`config.mk`:
```
export PLATFORM = sky130hd
export DESIGN_NAME = acc_cpu_param
export DESIGN_NICKNAME = d
export VERILOG_FILES = /design/src/rtl/acc_cpu_param.sv
export SDC_FILE = /design/constraint.sdc
export NUM_CORES = 1
export LEC_CHECK = 0
export CORE_ASPECT_RATIO = 0.9
export CORE_MARGIN = 3
export CORE_UTILIZATION = 29
export CTS_CLUSTER_SIZE = 8
export DETAILED_ROUTE_END_ITERATION = 7
export HOLD_SLACK_MARGIN = 0.1
export PLACE_DENSITY_LB_ADDON = 0.08
export SYNTH_ARGS = -nofsm -noshare
export SYNTH_HDL_FRONTEND = slang
export SYNTH_SLANG_ARGS = --single-unit
```
`constraint.sdc`:
```
create_clock -name clock -period 6.3 [get_ports clock]
set_clock_uncertainty 0.05 [all_clocks]
set_input_delay 1.575 -clock clock [delete_from_list [all_inputs] [get_ports clock]]
set_output_delay 1.575 -clock clock [all_outputs]
set_load 0.03 [all_outputs]
```
`src/rtl/acc_cpu_param.sv`:
```
// acc_cpu_param: parametrised accumulator CPU core.
// Unified RAM, 5-phase fetch/execute FSM, memory-mapped output register.
module acc_cpu_param #(
  parameter int ADDR_W = 5,
  parameter int OUT_ADDR = 2**ADDR_W - 1,
  localparam int WORD_W = 3 + ADDR_W
) (
  input  logic              clock,
  input  logic              reset,
  input  logic              load_en,
  input  logic [ADDR_W-1:0] load_addr,
  input  logic [WORD_W-1:0] load_data,
  input  logic              start,
  output logic              busy,
  output logic              halted,
  output logic [ADDR_W-1:0] pc,
  output logic [WORD_W-1:0] ac,
  output logic              cf,
  output logic              zf,
  output logic [WORD_W-1:0] out_port,
  input  logic [ADDR_W-1:0] dbg_addr,
  output logic [WORD_W-1:0] dbg_data
);

  localparam int DEPTH = 2**ADDR_W;
  localparam logic [ADDR_W-1:0] OUT_A = ADDR_W'(OUT_ADDR);

  typedef enum logic [2:0] {
    IDLE, F1, F2, F3, E1, E2
  } state_t;

  typedef enum logic [2:0] {
    OP_HLT = 3'd0,
    OP_LDA = 3'd1,
    OP_ADD = 3'd2,
    OP_STO = 3'd3,
    OP_SUB = 3'd4,
    OP_JNZ = 3'd5,
    OP_JNC = 3'd6,
    OP_JMP = 3'd7
  } op_t;

  state_t state;
  state_t state_n;

  logic [WORD_W-1:0] mem [DEPTH];
  logic [WORD_W-1:0] ir;
  logic [WORD_W-1:0] md;
  logic [ADDR_W-1:0] ma;

  op_t               op;
  logic [ADDR_W-1:0] ir_a;
  logic [WORD_W:0]   sum;
  logic [WORD_W-1:0] diff;
  logic              take;
  logic              mem_we;
  logic [ADDR_W-1:0] mem_wa;
  logic [WORD_W-1:0] mem_wd;

  assign op       = op_t'(ir[WORD_W-1 -: 3]);
  assign ir_a     = ir[ADDR_W-1:0];
  assign sum      = {1'b0, ac} + {1'b0, md};
  assign diff     = ac - md;
  assign dbg_data = mem[dbg_addr];

  // state register
  always_ff @(posedge clock or posedge reset) begin
    if (reset) state <= IDLE;
    else       state <= state_n;
  end

  // next state, branch decision and RAM write port select
  always_comb begin
    state_n = state;
    take    = 1'b0;
    mem_we  = 1'b0;
    mem_wa  = ma;
    mem_wd  = md;
    unique case (state)
      IDLE: begin
        if (load_en) begin
          mem_we = 1'b1;
          mem_wa = load_addr;
          mem_wd = load_data;
        end
        if (start) state_n = F1;
      end
      F1: state_n = F2;
      F2: state_n = F3;
      F3: state_n = E1;
      E1: begin
        unique case (op)
          OP_HLT: state_n = IDLE;
          OP_JNZ: begin
            take    = !zf;
            state_n = F1;
          end
          OP_JNC: begin
            take    = !cf;
            state_n = F1;
          end
          OP_JMP: begin
            take    = 1'b1;
            state_n = F1;
          end
          default: state_n = E2;
        endcase
      end
      E2: begin
        state_n = F1;
        mem_we  = (op == OP_STO);
      end
      default: state_n = IDLE;
    endcase
  end

  // RAM write port: contents survive reset
  always_ff @(posedge clock) begin
    if (mem_we && !reset) mem[mem_wa] <= mem_wd;
  end

  // datapath registers
  always_ff @(posedge clock or posedge reset) begin
    if (reset) begin
      pc       <= '0;
      ir       <= '0;
      ma       <= '0;
      md       <= '0;
      ac       <= '0;
      out_port <= '0;
      cf       <= 1'b0;
      zf       <= 1'b0;
      busy     <= 1'b0;
      halted   <= 1'b0;
    end else begin
      unique case (state)
        IDLE: begin
          if (start) begin
            pc     <= '0;
            ac     <= '0;
            cf     <= 1'b0;
            zf     <= 1'b0;
            halted <= 1'b0;
            busy   <= 1'b1;
          end
        end
        F1: ma <= pc;
        F2: md <= mem[ma];
        F3: begin
          ir <= md;
          ma <= md[ADDR_W-1:0];
          pc <= pc + ADDR_W'(1);
        end
        E1: begin
          unique case (op)
            OP_LDA, OP_ADD, OP_SUB: md <= mem[ma];
            OP_STO: md <= ac;
            OP_HLT: begin
              halted <= 1'b1;
              busy   <= 1'b0;
            end
            default: if (take) pc <= ir_a;
          endcase
        end
        E2: begin
          unique case (op)
            OP_LDA: begin
              ac <= md;
              zf <= (md == '0);
            end
            OP_ADD: begin
              {cf, ac} <= sum;
              zf       <= (sum[WORD_W-1:0] == '0);
            end
            OP_SUB: begin
              ac <= diff;
              cf <= (md > ac);
              zf <= (diff == '0);
            end
            OP_STO: if (ma == OUT_A) out_port <= md;
            default: ;
          endcase
        end
        default: ;
      endcase
    end
  end

endmodule

```
==> results.sh <==
export IMPL_max_clock_freq_mhz=176
export IMPL_syn_to_final_growth_pct=18.3
export IMPL_coreArea_um2=51900
export IMPL_diodes=0
export IMPL_wl_um=48900
export IMPL_worstHoldPathType="reg2reg"
export IMPL_start_util_pct=29.5
export IMPL_ys_seq_elements=305
export IMPL_syn_inst=929
export IMPL_ir_drop_mv=0.229
export IMPL_path_class="in2out"
export IMPL_path_clk_slew_ns=0.05
export IMPL_yosysUniqueCellTypes=65
export IMPL_dpl_hpwl_um=33700
export IMPL_syn_nets=971
export IMPL_grt_max_degree=50
export IMPL_die_y_um=224
export IMPL_status="completed"
export IMPL_grt_pass1_wl_um=71100
export IMPL_drtIter0Drc=787
export IMPL_io_pins=55
export IMPL_holdBufCountCts=0
export IMPL_async_flop_share_pct=16.1
export IMPL_yosys_area_top_type="edfxtp_1"
export IMPL_wl_per_cell_um=28.3
export IMPL_cp_data_required_time_ns=4.68
export IMPL_drive_gt1_share_pct=28.1
export IMPL_numCtsBuffers=44
export IMPL_postPlaceCellArea_um2=16900
export IMPL_worstMarginPinSlew_ns=1.18
export IMPL_fin_tns_setup_ns=0
export IMPL_finalMaxSlewViolations=0
export IMPL_num_rows=79
export IMPL_yosysMostFrequentCell="edfxtp_1"
export IMPL_cts_max_level=2
export IMPL_dr_pass1_iters=5
export IMPL_synthTopCellsByArea="edfxtp_1 (50%), mux4_2 (23%), dfrtp_1 (8.0%)"
export IMPL_critical_path_startpoint="dbg_addr[0]"
export IMPL_cp_arrival_ns=4.05
export IMPL_clock_latency_ns=0.57
export IMPL_final_setup_viol_count=0
export IMPL_worst_path_max_fanout=12
export IMPL_nNetsFinal=1064
export IMPL_postRouteAntennaNets=0
export IMPL_cts_repair_resized=0
export IMPL_rsz0062_at_grt="no"
export IMPL_worstHoldStart="ir[3]$_DFFE_PP0P_"
export IMPL_cts_setup_buffers=0
export IMPL_syn_area_um2=15300
export IMPL_vias=9258
export IMPL_synth_commonest_cells="edfxtp_1 (256), mux4_2 (156), nand2_1 (83), nor2_1 (62), dfrtp_1 (49)"
export IMPL_startpoint_type="input pin"
export IMPL_antenna_found_initial=1
export IMPL_slew_headroom_pct=21.0
export IMPL_place_congestion=0.791
export IMPL_cts_sinks=305
export IMPL_yosysWarnings=0
export IMPL_ys_flop_type="edfxtp_1"
export IMPL_hold_viol=0
export IMPL_r2r_start="state[0]$_DFFE_PP0P_"
export IMPL_drc=0
export IMPL_vias_per_cell=5.35
export IMPL_synth_edf_count=256
export IMPL_grt_use_total_pct=18.0
export IMPL_p_leak_nw=5.94
export IMPL_power_density_nw_per_um2=418
export IMPL_port_buffers=54
export IMPL_first_global_vias=9528
export IMPL_overflow=0
export IMPL_clock_path_buffers=3
export IMPL_cts_tree="built"
export IMPL_design_area_um2=18100
export IMPL_maxCapViolCount=0
export IMPL_synth_top_area_share_pct=50.3
export IMPL_die_width_um=248
export IMPL_fin_crit_ns=5.68
export IMPL_cp_end_kind="primary output"
export IMPL_dieArea_um2=55500
export IMPL_clock_root_buffer="clkbuf_16"
export IMPL_syn_area_per_cell_um2=16.5
export IMPL_period_share_pct=90.1
export IMPL_yosysSeqAreaShare_pct=58.3
## critical path: stages
cell and delay [ns]:
buf_4 0.13, buf_4 0.28, mux4_2 0.57, mux4_2 0.54
mux2_2 0.33, clkdlybuf4s50_1 0.60
## cell usage in the layout (no fill, tap or decap), types with 4 or more instances in the layout
master           count
edfxtp_1           256
mux4_2             156
nand2_1             83
nor2_1              62
clkdlybuf4s50_1     52
buf_4               50
dfrtp_1             46
clkbuf_16           45
o21ai_0             37
inv_1               19
a21oi_1             18
ha_1                18
mux2_2              17
clkbuf_1            17
nand2b_1            12
nor3_1               9
xnor2_1              8
a222oi_1             8
o21ai_2              8
and3_1               7
nand3_1              7
nor2b_1              6
mux2i_1              6
o21a_1               5
a31oi_1              5
a211o_1              4
a211oi_1             4
a22oi_1              4
nor3b_1              4
mux4_1               4
buf_12               4
## registers in the layout (all words and copies together) (netlist names)
| register | flops |
|---|---|
| mem | 256 |
| ac | 8 |
| ir | 8 |
| md | 8 |
| out_port | 8 |
| ma | 5 |
| pc | 5 |
| state | 3 |
| busy | 1 |
| cf | 1 |
| halted | 1 |
| zf | 1 |
## final timing paths
kind                                       endpoint  depth (start not counted)  slack [ns]
worst max-delay path                    dbg_data[6]                          6        0.62
min in group asynchronous         ac[0]$_DFFE_PP0P_                          3        1.59
worst min register to register    ir[3]$_DFFE_PP0P_                          2        0.44
worst max register to register  mem[8][2]$_DFFE_PP_                          6        2.60
worst min-delay path              ir[3]$_DFFE_PP0P_                          2        0.44
max in group asynchronous         ma[0]$_DFFE_PP0P_                          3        4.08
## per-layer routing
metal	up-vias	global-route usage, %	part of all wire [%]
li1	3983	-	-
met1	4945	27.1	47
met2	272	27.6	46
met3	58	2.61	5.1
met4	0	4.18	1.6
met5	-	0	0
## stage by stage
step / hold WS (ns) / power [W] / cells / utilization, % / setup WS (ns)
after floorplan: 0.396 / 0.00449 / 929 / - / 1.26
after global placement: 0.412 / 0.00548 / 1664 / 32.5 / 0.595
after detailed placement: 0.424 / 0.00546 / 1664 / 32.5 / 0.608
after CTS: 0.436 / 0.00765 / 1730 / 34.8 / 0.612
after global routing: 0.464 / 0.00794 / 1730 / 34.8 / 0.545
final: 0.440 / 0.00755 / 1730 / 34.8 / 0.624
## kinds of logic (layout without fill, tap and decap cells)
| group | count (synthesis) | after routing | synth area share, % |
|---|---|---|---|
| flip-flops | 305 | 305 | 58.3 |
| AO/OA/AOI/OAI | 120 | 120 | 5.24 |
| AND/OR/NAND/NOR | 211 | 211 | 6.37 |
| buffers and inverters | 79 | 192 | 2.40 |
| adder cells (fa/ha/maj) | 20 | 20 | 1.74 |
| XOR/XNOR | 11 | 11 | 0.630 |
| multiplexers | 183 | 183 | 25.3 |
## where the power goes
part / switching, W / internal, W
sequential: 0.000290 / 0.00261
combinational: 0.00154 / 0.000959
clock: 0.000863 / 0.00129
## cell type report
type	count	area [um^2]
fillers	4948	33800
flip-flops and latches	305	8920
multi-input cells	545	6030
clock buffers	62	1190
repair buffers	106	976
well taps	688	861
inverters	20	75.1
clock inverters	4	25.0
Note: power is estimated with default switching activity, not from simulation.
